`src/rtl/cache_writeback_buffer.sv`:
```
// Write-back (victim) buffer between the L1 cache memory port and physical memory.
// Evicted dirty lines are absorbed into a small tag-matched FIFO and drained to
// memory whenever the cache is idle; line reads pass through to memory.
// Build option: define WB_FWD_EN to return buffered data on a read hit instead of
// draining the matching entry first.
module cache_writeback_buffer #(
    parameter int DEPTH  = 2,
    parameter int LINE_W = 128,
    parameter int ADDR_W = 16
) (
    input  logic              clk,
    input  logic              rst_n,
    input  logic [ADDR_W-1:0] mem_address,
    input  logic              mem_read,
    input  logic              mem_write,
    input  logic [LINE_W-1:0] mem_wdata,
    output logic [LINE_W-1:0] mem_rdata,
    output logic              mem_resp,
    output logic [ADDR_W-1:0] pmem_address,
    output logic              pmem_read,
    output logic              pmem_write,
    output logic [LINE_W-1:0] pmem_wdata,
    input  logic [LINE_W-1:0] pmem_rdata,
    input  logic              pmem_resp,
    output logic              wb_empty,
    output logic [2:0]        wb_count
);
    localparam int TAG_W = ADDR_W - 4;
    localparam int PTR_W = (DEPTH > 1) ? $clog2(DEPTH) : 1;
    localparam logic [2:0] FULL_CNT = 3'(DEPTH);

    typedef enum logic [1:0] {IDLE, READ, DRAIN, RESP} state_t;

    state_t            state_q, state_d;
    logic [DEPTH-1:0]  valid_q;
    logic [TAG_W-1:0]  tag_q  [DEPTH];
    logic [LINE_W-1:0] data_q [DEPTH];
    logic [PTR_W-1:0]  head_q, tail_q;
    logic [2:0]        count_q, count_d;
    logic              empty_q;

    logic [TAG_W-1:0]  req_tag;
    logic              hit;
    logic [PTR_W-1:0]  hit_idx;
    logic              full;
    logic              do_push, do_coal, do_pop, go_read, go_drain, fwd_load, rd_latch;
    logic              addr_offset_unused;

    // Wrap a FIFO pointer modulo DEPTH.
    function automatic logic [PTR_W-1:0] ptr_inc(input logic [PTR_W-1:0] p);
        if (p == PTR_W'(DEPTH - 1)) return '0;
        return p + PTR_W'(1);
    endfunction

    assign req_tag            = mem_address[ADDR_W-1:4];
    assign addr_offset_unused = ^mem_address[3:0];
    assign full               = (count_q == FULL_CNT);
    assign wb_count           = count_q;
    assign wb_empty           = empty_q;

    // Associative tag match across all valid entries (at most one can match).
    always_comb begin
        hit     = 1'b0;
        hit_idx = '0;
        for (int i = 0; i < DEPTH; i++) begin
            if (valid_q[i] && (tag_q[i] == req_tag)) begin
                hit     = 1'b1;
                hit_idx = PTR_W'(i);
            end
        end
    end

    // Next-state and per-cycle action decode; IDLE arms are in priority order.
    always_comb begin
        state_d  = state_q;
        do_push  = 1'b0;
        do_coal  = 1'b0;
        do_pop   = 1'b0;
        go_read  = 1'b0;
        go_drain = 1'b0;
        fwd_load = 1'b0;
        rd_latch = 1'b0;
        case (state_q)
            IDLE: begin
                if (mem_write) begin
                    if (hit) begin
                        do_coal = 1'b1;
                        state_d = RESP;
                    end else if (!full) begin
                        do_push = 1'b1;
                        state_d = RESP;
                    end else begin
                        go_drain = 1'b1;
                        state_d  = DRAIN;
                    end
                end else if (mem_read) begin
                    if (hit) begin
`ifdef WB_FWD_EN
                        fwd_load = 1'b1;
                        state_d  = RESP;
`else
                        // Flush oldest-first until the line is no longer buffered.
                        go_drain = 1'b1;
                        state_d  = DRAIN;
`endif
                    end else begin
                        go_read = 1'b1;
                        state_d = READ;
                    end
                end else if (count_q != 3'd0) begin
                    go_drain = 1'b1;
                    state_d  = DRAIN;
                end
            end
            READ: begin
                if (pmem_resp) begin
                    rd_latch = 1'b1;
                    state_d  = RESP;
                end
            end
            DRAIN: begin
                if (pmem_resp) begin
                    do_pop  = 1'b1;
                    state_d = IDLE;
                end
            end
            RESP:    state_d = IDLE;
            default: state_d = IDLE;
        endcase
    end

    // Occupancy follows pushes and pops on the same edge.
    always_comb begin
        count_d = count_q;
        if (do_push) count_d = count_q + 3'd1;
        if (do_pop)  count_d = count_q - 3'd1;
    end

    // FSM state register.
    always_ff @(posedge clk) begin
        if (!rst_n) state_q <= IDLE;
        else        state_q <= state_d;
    end

    // Control state and registered handshake outputs.
    always_ff @(posedge clk) begin
        if (!rst_n) begin
            valid_q      <= '0;
            head_q       <= '0;
            tail_q       <= '0;
            count_q      <= 3'd0;
            empty_q      <= 1'b1;
            mem_resp     <= 1'b0;
            pmem_read    <= 1'b0;
            pmem_write   <= 1'b0;
            pmem_address <= '0;
            mem_rdata    <= '0;
        end else begin
            mem_resp   <= (state_d == RESP);
            pmem_read  <= (state_d == READ);
            pmem_write <= (state_d == DRAIN);
            if (do_push) begin
                valid_q[tail_q] <= 1'b1;
                tail_q          <= ptr_inc(tail_q);
            end
            if (do_pop) begin
                valid_q[head_q] <= 1'b0;
                head_q          <= ptr_inc(head_q);
            end
            count_q <= count_d;
            empty_q <= (count_d == 3'd0);
            if (go_read)       pmem_address <= {req_tag, 4'h0};
            else if (go_drain) pmem_address <= {tag_q[head_q], 4'h0};
            if (rd_latch)      mem_rdata <= pmem_rdata;
            else if (fwd_load) mem_rdata <= data_q[hit_idx];
        end
    end

    // Line storage and drain data; contents are qualified by valid_q, so no reset.
    always_ff @(posedge clk) begin
        if (do_push) begin
            tag_q[tail_q]  <= req_tag;
            data_q[tail_q] <= mem_wdata;
        end
        if (do_coal)  data_q[hit_idx] <= mem_wdata;
        if (go_drain) pmem_wdata      <= data_q[head_q];
    end

endmodule
```
`config.mk`:
```
export PLATFORM = sky130hd
export DESIGN_NAME = cache_writeback_buffer
export DESIGN_NICKNAME = d
export VERILOG_FILES = /design/src/rtl/cache_writeback_buffer.sv
export SDC_FILE = /design/constraint.sdc
export NUM_CORES = 1
export LEC_CHECK = 0
export ABC_AREA = 1
export BUFFER_PORTS_ARGS = -buffer_cell sky130_fd_sc_hd__buf_2
export CAP_MARGIN = 10
export CORE_AREA = 2 2 219 221
export CTS_CLUSTER_DIAMETER = 100
export DETAILED_ROUTE_END_ITERATION = 6
export DIE_AREA = 0 0 221 223
export HOLD_SLACK_MARGIN = 0.15
export PLACE_DENSITY_LB_ADDON = 0.2
export SLEW_MARGIN = 20
export SYNTH_ARGS = -nofsm -noshare
export SYNTH_HDL_FRONTEND = slang
export SYNTH_SLANG_ARGS = --single-unit
```
`constraint.sdc`:
```
create_clock -name clk -period 11.6 [get_ports clk]
set_input_delay 0.58 -clock clk [delete_from_list [all_inputs] [get_ports clk]]
set_output_delay 0.58 -clock clk [all_outputs]
set_load 0.05 [all_outputs]
```
=== Yosys cells after proc, flatten, opt, wreduce, memory -nomap -nowiden ===
Memories as Yosys holds them, arrays and structs flattened. A register that Yosys moved wholly into a read port is not among the register bits.
Index checks and enable logic that the tools add are counted.

* Bits in registers: 153
* RAM bits: 280
* Input bits: 277
* Output and inout bits: 279
* Logic and storage cells: 104
* Memories kept: 2

* Add/sub/neg operators: 4
* Magnitude comparators: 4
* Eq/ne operators: 9
* Mux-type cells: 62
* Bitwise gates (word level): 3
* Reduce and logical (&&, ||, !) cells: 9

{| class="wikitable"
|+ Memories
! name !! words !! bits a word !! read ports !! clocked after memory_dff !! wr ports !! line !! source
|-
| data_q || 2 || 128 || 1 || 1 || 1 || 37 || <nowiki>logic [LINE_W-1:0] data_q [DEPTH];</nowiki>
|-
| tag_q || 2 || 12 || 3 || 1 || 1 || 36 || <nowiki>logic [TAG_W-1:0] tag_q [DEPTH];</nowiki>
|}

{| class="wikitable"
|+ Operator list
! operator !! number
|-
| two-way mux 128 bit || 1
|-
| OR reduction 128 bit || 1
|-
| two-way mux 1 bit || 45
|-
| two-way mux 16 bit || 2
|-
| == test 12 bit || 2
|-
| two-way mux 2 bit || 9
|-
| == test 2 bit (second input constant) || 4
|-
| one-hot mux 2 bit (4 select lines) || 1
|-
| two-way mux 3 bit || 2
|-
| == test 2 x 1 -> 1 bit (second input constant) || 2
|-
| logical AND 1 bit || 4
|-
| less-than comparator 1 x 2 -> 1 bit (second input constant) || 2
|-
| adder 3 x 1 -> 3 bit (second input constant) || 1
|-
| == test 3 x 2 -> 1 bit (second input constant) || 1
|-
| zero test 3 bit || 1
|-
| nonzero test 3 bit || 1
|-
| subtractor 3 x 1 -> 3 bit (second input constant) || 1
|-
| adder 1 bit (second input constant) || 2
|-
| bitwise AND 2 bit || 1
|-
| demux 1 bit (select 1 bit) || 2
|-
| >= comparator 1 bit (second input constant) || 2
|-
| zero test 2 bit || 1
|-
| NOT 2 bit || 1
|-
| bitwise OR 2 bit || 1
|-
| nonzero test 2 bit || 1
|}

=== Logic depth before layout (Yosys ltp) ===
Gate-level depths: netlist of run 1.
An unclocked memory read counts as a cell.

* Depth in word-level cells: 12
* Depth in mapped cells: 15
* Depth with buffers taken out: 14

=== Worst setup path before layout of run 1 ===
No wires, ideal clock.

* Path type: reg-to-reg
* Start: register count_q[0], in the netlist wb_count[0]
* End: memory data_q[1][0], enable pin
* Setup time: 658 ps
* Data arrival time: 7,481 ps
* Data required time: 10,942 ps
* Path slack: 3,461 ps
* Stages on the path, launching flop included: 6
* Path buffers: 0
* Period minus slack after synthesis: 8,139 ps
* Path through: dfxtp_1 -> inv_1 -> ha_1 -> nand2_1 -> o21bai_1 -> a21oi_1

* Longest elaborated chain between the ends: 8

{| class="wikitable"
|+ Ends and longest elaborated chain
! what !! line !! source
|-
| from (decl) || 39 || <nowiki>logic [2:0] count_q, count_d;</nowiki>
|-
| from (signal assigned) || 170 || <nowiki>count_q <= count_d;</nowiki>
|-
| == test 3 x 2 -> 1 bit || 57 || <nowiki>assign full = (count_q == FULL_CNT);</nowiki>
|-
| two-way mux 1 bit || 89 || <nowiki>end else if (!full) begin</nowiki>
|-
| two-way mux 1 bit || 86 || <nowiki>if (hit) begin</nowiki>
|-
| two-way mux 1 bit || 85 || <nowiki>if (mem_write) begin</nowiki>
|-
| two-way mux 1 bit || 83 || <nowiki>case (state_q)</nowiki>
|-
| two-way mux 1 bit || 181 || <nowiki>if (do_push) begin</nowiki>
|-
| two-way mux 1 bit (not written as such) || 183 || <nowiki>data_q[tail_q] <= mem_wdata;</nowiki>
|-
| two-way mux 1 bit (no line) || n/a ||
|-
| to (decl) || 37 ||
|}

Every way passes these cells.

==> results.cfg, run 1 <==
[sta]
period_share = 0.315
grt_setup_unrepaired = no
slew_viol_final = 0
slew_headroom = 0.272
tightest_slew_ns = 1.09
hold_viol_final = 0
fmax_ghz = 0.273
setup_tns_ns = 0
setup_viol_count_final = 0
fin_hold_ws_ns = 0.190
finalWorstSetupSlack_ns = 7.94
final.setup_skew_ns = 0.0185
layout_min_cycle_time_ns = 3.66

[cts]
tritoncts = done
cts_buffer_depth = 3
clk_latency_ns = 0.60
htree_levels = 2
cts_root_buf = clkbuf_16
cts-resized-gates = 0
clk_pin_slew_ns = 0.06
numCtsBuffers = 56
cts_sinks = 562
post_cts_buffers = 0

[layout]
fin_area_um2 = 26800
fin_nets = 2678
drive_above_1_share = 0.286
fin_cells = 3058
area_growth_syn_to_layout_pct = 30.4
final_util = 0.568

[worst_setup_path]
reg2reg_depth = 9
critical-path-top-delay-family = buffers and inverters
cp-end-kind = register
cp.required_ns = 11.83
r2r_setup_slack_ns = 7.94
crit_type = register to register
crit_chain = xnor2_1, nand3_1, nor2_2, nand2_4, o21ai_0, nand2_1, nor2_4, buf_4, buf_4
r2r-start = tag_q[0][4]
slowest_delay_ns = 0.77
worst-path-max-fanout = 72
arrival_ns = 3.89
path_buf_inv = 2
path_common_cell = buf_4
start_kind = register
r2r-end = data_q[0][35]
slowest_stage = buf_4

[die]
die_h_um = 223
row_count = 80
die-area_um2 = 49300
core-area_um2 = 47100
io_pins = 556
initial_core_util = 0.435
fp.dieW_um = 221

[worst_hold_path]
min_from = mem_wdata[108]
min-delay-path-class = input port to register
hold_path_depth = 1
min_to = data_q[1][108]

[routing]
drc_errors = 0
firstDrtPassIters = 5
vias = 14400
drt-initial-drc-count = 819
viasPerCell = 4.72
wl_per_cell_um = 17.4
wl_um = 53200
ant_nets = 0

[placement]
dp.cells = 2834
placed_area_um2 = 23800
pre_cts_ws_ns = 7.50
place_hpwl_um = 35800
numPortBuffers = 547
routabilityCongestion = 0.864

[power]
finalPower_mw = 5.11
powerDensity_nw_per_um2 = 191
p_leak_nw = 11.4
vdd_drop_max_mv = 0.151

[global_route]
antenna_found_initial = 15
grt_pass1_wl_um = 79100
grt_pass1_vias = 13900
gr-usage-all-layers = 0.207
grt_max_degree = 129
overflow = 0

[yosys]
ys_seq_area_frac = 0.747
synthFlopType = edfxtp_1
synth_area_leaders = edfxtp_1 (60%), dfxtp_1 (15%), nand2_1 (9.3%)
syn_inst = 1742
synth.distinct_cells = 36
synth-async-reset-ratio = 0
ys_ff_latch = 562
yosysWarnings = 0
synth_edf_count = 408
synth.largest_area_cell = edfxtp_1
synth.avg_cell_area_um2 = 11.8
netlist_area_um2 = 20500
synth.top_cell.area_share = 0.597

[run]
max_cap_viol_count = 0

[status]
outcome = finished, final reports clean
-- power by group --
group | total [mW] | switching (mW) | internal (mW) | leakage [nW]
clock | 1.74 | 0.730 | 1.01 | 0.878
combinational | 0.908 | 0.693 | 0.215 | 5.47
sequential | 2.46 | 0.0682 | 2.39 | 5.03
total | 5.11 | 1.49 | 3.61 | 11.4
-- kinds of logic after synthesis --
group	synth area share
buffers and inverters	0.0549
and+or+nand+nor	0.119
AOI/OAI and AO/OA	0.0750
adders and majority gates	0.00244
xor gates and xnor gates	0.000427
other	0.000183
DFF	0.747
muxes	0.000549
-- worst register-to-register path, delay by kind of cell, from the launching register on --
kind | cells | cell delay [ns]
buffers and inverters | 2 | 1.57
AOI/OAI and AO/OA | 1 | 0.37
DFF | 1 | 0.39
and+or+nand+nor | 5 | 0.69
xor gates and xnor gates | 1 | 0.20
-- state kept, by name, summed over array words and instances, names as in the netlist, 2 cells and up, named ones only --
| register | cells |
|---|---|
| pmem_wdata | 128 |
| valid_q | 2 |
| state_q | 2 |
| wb_count | 3 |
| data_q | 256 |
| mem_rdata | 128 |
| tag_q | 24 |
| pmem_address | 12 |
-- synthesized netlist by cell type (2+ instances only) --
library cell	instances
inv_1	182
nand4_1	3
buf_4	6
nor2_2	11
buf_1	9
nand2_1	511
edfxtp_1	408
nand2_2	2
a21oi_1	136
a21oi_2	12
inv_2	10
nand3_1	30
clkbuf_1	64
clkbuf_8	2
buf_12	2
nand2_4	3
ha_1	4
dfxtp_1	154
nand3_2	9
nor2_1	25
o21ai_0	143
nor2_4	2
-- final cells by class --
type	count	area, um^2
sequential	562	15300
multi-input combinational	905	4100
clock inverter	20	156
fill	3969	20400
inverter	193	732
clock buffer	81	1620
tap	615	769
antenna	3	7.51
timing repair buffer	679	4030
-- cell usage in the layout, fill, tap and decap left out, drive strengths merged --
cell type,instances
buf,559
nand2,516
edfxtp,408
inv,195
dfxtp,154
a21oi,148
o21ai,144
dlygate4sd3,120
clkbuf,81
nand3,39
nor2,38
clkinv,15
ha,4
conb,4
nand4,4
diode,3
bufinv,2
or2,2
o211ai,1
xnor2,1
o21bai,1
nor3,1
o21a,1
mux2,1
clkinvlp,1
-- layer usage --
layer,up-vias,routed length [um],global-route usage
met1,6750,20500,0.237
li1,7105,-,-
met4,4,1530,0.0591
met3,94,4220,0.0690
met5,-,22,0
met2,481,26900,0.367
-- worst max-delay path by stage --
stage	from	to	slack [ns]	cells after the start
3_5_place_dp	mem_address[4]	data_q[0][89]	7.50	13
6_report	tag_q[0][4]	data_q[0][35]	7.94	9
2_1_floorplan	wb_count[0]	data_q[1][0]	3.46	5
4_1_cts	tag_q[0][4]	data_q[0][39]	7.86	9
3_3_place_gp	mem_address[4]	data_q[0][25]	7.50	13
5_1_grt	tag_q[0][4]	data_q[0][89]	7.58	9
-- timing repair --
item,4_1_cts,5_1_grt
hold endpoints to repair,236,0
setup endpoints to repair,0,0
hold buffers,120,0
Power figures use the tool's default switching activity.
==> run 2, diff against run 1 <==
Clock period 11.6 ns to 3 ns, I/O delays scaled along.
==> run 2 against run 1 <==
Compared with the run above: combinational power increased to 4.3 times the previous value; total power increased to 4.0 times the previous value; routed wire length increased by 5.6%; count of clock-buffer cells in the layout decreased by 5; critical path depth increased by 2; die area unchanged; critical path type unchanged; highest routed layer unchanged.
==> results.cfg, run 2 (synthesis results as in run 1) <==
[global_route]
overflow = 0
grt_pass1_vias = 15700
gr-usage-all-layers = 0.222
grt_pass1_wl_um = 85300
grt_max_degree = 129
antenna_found_initial = 14

[die]
core-area_um2 = 47100
fp.dieW_um = 221
die_h_um = 223
io_pins = 556
die-area_um2 = 49300
initial_core_util = 0.435
row_count = 80

[layout]
fin_cells = 3277
largest_reg_flops = 256
top_regs = data_q: 256 flops, mem_rdata: 128 flops, pmem_wdata: 128 flops
drive_above_1_share = 0.275
layout_commonest_cell = buf_2
final_util = 0.618
fin_area_um2 = 29100
top_register = data_q
mostFrequentLayoutCells = buf_2 (546), nand2_1 (511), edfxtp_1 (408), dlygate4sd3_1 (308), inv_1 (181)
area_growth_syn_to_layout_pct = 41.9
fin_nets = 2886

[worst_hold_path]
min_to = data_q[0][104]
min-delay-path-class = input port to register
min_from = mem_wdata[104]
hold_path_depth = 2

[cts]
cts_sinks = 562
cts-resized-gates = 0
clk_pin_slew_ns = 0.06
cts_buffer_depth = 3
htree_levels = 2
numCtsBuffers = 57
cts_root_buf = clkbuf_16
clk_latency_ns = 0.62
tritoncts = done

[worst_setup_path]
r2r-end = pmem_wdata[118]
cp.required_ns = 3.34
r2r_setup_slack_ns = 0.52
cp-end-kind = register
start_kind = register
arrival_ns = 2.82
worst-path-max-fanout = 27
reg2reg_depth = 11
r2r-start = tag_q[1][7]
crit_type = register to register

[routing]
drt-initial-drc-count = 896
wl_per_cell_um = 17.1
vias = 15500
viasPerCell = 4.73
ant_nets = 0
firstDrtPassIters = 7
drc_errors = 0
wl_um = 56100

[run]
max_cap_viol_count = 0

[sta]
fmax_ghz = 0.403
layout_min_cycle_time_ns = 2.48
slew_headroom = 0.430
period_share = 0.827
setup_viol_count_final = 0
final.setup_skew_ns = 0.0301
slew_viol_final = 0
grt_setup_unrepaired = no
finalWorstSetupSlack_ns = 0.518
hold_viol_final = 0
tightest_slew_ns = 0.854

[placement]
pre_cts_ws_ns = 0.476
placed_area_um2 = 24100
numPortBuffers = 547
routabilityCongestion = 0.848
place_hpwl_um = 36400
dp.cells = 2853

[power]
powerDensity_nw_per_um2 = 700
vdd_drop_max_mv = 0.639
p_leak_nw = 12.4

[status]
outcome = finished, final reports clean
-- run 2: changes by cell type in the layout (fill, tap and decap cells not counted), moves of 2 or more --
cell / before / now
dfxtp_1: 153 / 150
buf_4: 13 / 18
dfxtp_2: 0 / 2
clkinv_1: 6 / 10
clkinv_2: 8 / 10
clkinv_16: 0 / 2
clkbuf_16: 59 / 61
diode_2: 3 / 13
buf_12: 0 / 14
dlygate4sd3_1: 120 / 308
clkbuf_1: 14 / 5
-- run 2: per-stage QoR --
step	hold slack [ns]	TNS (ns)	power [mW]
detailed placement	0.341	0	13.2
floorplan	0.249	-220.74	12.1
finish	0.251	0	20.4
global route	0.232	0	21.2
global placement	0.338	0	13.1
CTS	0.207	0	20.6
-- run 2: area by class of cell --
cell class,count,area [um^2]
tap,615,769
clock inverter,27,234
multi-input combinational,905,4120
fill,3579,18000
inverter,193,731
sequential,562,15300
antenna,13,32.5
timing repair buffer,886,6230
clock buffer,76,1660
-- run 2: worst max path at each step --
stage	startpoint	slack, ns	end	depth (start not counted)
2_1_floorplan	tag_q[1][1]	-0.60	data_q[1][0]	9
3_3_place_gp	tag_q[1][9]	0.47	pmem_wdata[18]	11
3_5_place_dp	tag_q[1][7]	0.48	pmem_wdata[18]	11
4_1_cts	tag_q[1][7]	0.44	pmem_wdata[115]	11
5_1_grt	tag_q[1][2]	0.30	pmem_wdata[41]	11
6_report	tag_q[1][7]	0.52	pmem_wdata[118]	11
-- run 2: timing repair --
action                                  4_1_cts  5_1_grt
endpoints found under the hold margin       430        0
endpoints found under the setup margin        0        0
buffers inserted                              0        0
hold buffers                                308        0
-- run 2: report_power, final --
| part | total, mW | leakage [nW] | internal, mW | switching (mW) |
|---|---|---|---|---|
| Combinational | 3.90 | 6.40 | 1.11 | 2.80 |
| Sequential | 9.47 | 5.03 | 9.22 | 0.250 |
| Clock | 7.03 | 0.941 | 4.07 | 2.96 |
-- run 2: layer usage --
metal,vias to the layer above,wire (um),GRT usage
li1,7536,-,-
met1,7257,21100,0.248
met2,560,27500,0.375
met3,146,4800,0.0773
met4,4,2740,0.118
met5,-,27,0
-- run 2: worst max-delay path: stages (launching register included) --
cell	delay [ns]
edfxtp_1	0.41
nand2_1	0.09
nand2_1	0.05
nor2_1	0.12
nand2_1	0.12
nor2_4	0.14
nand2_4	0.11
nand2_4	0.12
o21ai_4	0.07
nand2_4	0.07
clkinvlp_4	0.51
buf_12	0.40
==> run 3, diff against run 2 <==
Settings changed: CORE_AREA 2 2 219 221 to 2 2 214 216, DIE_AREA 0 0 221 223 to 0 0 216 218.
Clock period 3 ns to 2.4 ns, I/O delays scaled along.
==> run 3 against run 2 <==
Compared with the run above: clock skew shrank 0.0061 ns; combinational power is 28% higher; final area is 0.24% higher; fmax increased by 10%; die area shrank 4.5%; critical path depth decreased by 2; routed wire length rose by 6.1%; critical path type unchanged; highest routed layer unchanged.
==> results.cfg, run 3 (synthesis results as in run 1) <==
[status]
outcome = finished, final reports clean

[routing]
wl_um = 59500
ant_nets = 0
maxUsedRoutingLayer = met5
wl_met2_um = 29400
drt-initial-drc-count = 1241
wl_per_cell_um = 18.2
drc_errors = 0
vias = 16000
viasPerCell = 4.88
firstDrtPassIters = 5
wl_met3_um = 5010
m1WireLength_um = 22300

[power]
powerDensity_nw_per_um2 = 877
finalPower_mw = 25.6
p_leak_nw = 12.4
p_clk_frac = 0.342
p_seq_frac = 0.464
switchingPower_mw = 7.58
intPower_mw = 18.0
combPwrFrac = 0.195
vdd_drop_max_mv = 0.747
p_sw_frac = 0.296

[worst_setup_path]
crit_type = register to register
r2r-end = data_q[0][58]
r2r_setup_slack_ns = 0.15
cp-end-kind = register
arrival_ns = 2.55
cp.required_ns = 2.70
start_kind = register
r2r-start = tag_q[0][4]
worst-path-max-fanout = 21
reg2reg_depth = 9

[layout]
top_register = data_q
area_growth_syn_to_layout_pct = 42.3
largest_reg_flops = 256
fin_area_um2 = 29200
top_regs = data_q: 256 flops, mem_rdata: 128 flops, pmem_wdata: 128 flops
layout_commonest_cell = buf_2
drive_above_1_share = 0.275
mostFrequentLayoutCells = buf_2 (546), nand2_1 (511), edfxtp_1 (408), dlygate4sd3_1 (312), inv_1 (181)
fin_nets = 2897

[sta]
fmax_ghz = 0.444
hold_viol_final = 0
slew_headroom = 0.534
tightest_slew_ns = 0.698
layout_min_cycle_time_ns = 2.25
final.setup_skew_ns = 0.0240
setup_viol_count_final = 0
slew_viol_final = 0
grt_setup_unrepaired = no
period_share = 0.939

[cts]
htree_levels = 2
clk_latency_ns = 0.62
cts_root_buf = clkbuf_16
numCtsBuffers = 56
clk_pin_slew_ns = 0.06
cts_sinks = 562
tritoncts = done
cts_buffer_depth = 3

[global_route]
antenna_found_initial = 10
overflow = 0
grt_pass1_vias = 16000
gr-usage-all-layers = 0.243
grt_max_degree = 129
grt_pass1_wl_um = 88100

[placement]
routabilityCongestion = 0.875
numPortBuffers = 547
placed_area_um2 = 24200
place_hpwl_um = 36600

[worst_hold_path]
min-delay-path-class = input port to register
hold_path_depth = 7
min_from = mem_read
min_to = pmem_read

[die]
initial_core_util = 0.457
row_count = 78
die_h_um = 218
core-area_um2 = 44900
fp.dieW_um = 216
io_pins = 556
die-area_um2 = 47100

[run]
max_cap_viol_count = 0
==> run 3: cell types whose count changed in the layout (fill, tap and decap cells not counted), moves of 3 or more <==
cell / before / now
clkbuf_1: 5 / 10
bufinv_16: 2 / 5
clkinv_1: 10 / 7
buf_4: 18 / 22
dlygate4sd3_1: 308 / 312
clkinv_4: 0 / 5
clkbuf_8: 7 / 3
==> run 3: repair_timing <==
action	CTS	global route
hold buffers	312	0
endpoints found under the hold margin	434	0
resized for setup	0	1
setup buffers	0	1
setup endpoints to repair	0	9
==> run 3: routing by layer <==
| layer | vias to the layer above | track usage |
|---|---|---|
| met1 | 7527 | 0.278 |
| met4 | 4 | 0.125 |
| met2 | 705 | 0.415 |
| met5 | - | 0 |
| li1 | 7541 | - |
| met3 | 178 | 0.0735 |
==> run 3: critical path: stages (launching register included) <==
cell,delay [ns]
edfxtp_1,0.40
xnor2_1,0.22
nand3_1,0.13
nor2_2,0.16
nand2_4,0.12
o21ai_1,0.19
nand2_1,0.12
nor2_4,0.20
buf_12,0.19
buf_12,0.19
==> run 3: area by class of cell <==
cell class                 instances  area (um^2)
antenna                           11         27.5
timing repair buffer             898         6380
multi-input combinational        905         4120
clock inverter                    29          314
fill                            3269        15700
clock buffer                      71         1530
tap                              600          751
sequential                       562        15300
inverter                         193          731
==> run 3: worst max path at each step <==
stage          slack, ns   startpoint  cells after the start       endpoint
3_3_place_gp        0.23  tag_q[0][0]                     11  data_q[0][53]
3_5_place_dp        0.21  tag_q[0][0]                     11  data_q[0][53]
6_report            0.15  tag_q[0][4]                      9  data_q[0][58]
5_1_grt            0.004  tag_q[0][4]                      9  data_q[0][58]
2_1_floorplan      -1.20  tag_q[1][1]                      9   data_q[1][0]
4_1_cts             0.14  tag_q[0][4]                      9  data_q[0][48]
==> run 3: power groups by stage <==
stage / Combinational [mW] / Sequential, mW / Clock (mW)
2_1_floorplan: 1.35 / 13.7 / 0
3_3_place_gp: 4.42 / 12.0 / 0
3_5_place_dp: 4.47 / 12.0 / 0
4_1_cts: 4.92 / 11.8 / 8.94
5_1_grt: 5.31 / 11.9 / 9.30
6_report: 4.98 / 11.9 / 8.75
==> run 3: per-stage QoR <==
stage	setup TNS (ns)	util	std cells	hold WS (ns)	worst slack, ns
after detailed placement	0	0.538	2844	0.312	0.210
after floorplan	-451.14	-	1745	0.219	-1.20
after global placement	0	0.538	2844	0.309	0.231
final	0	0.650	3269	0.206	0.148
after CTS	0	0.649	3256	0.179	0.142
after global routing	0	0.650	3266	0.193	0.00374
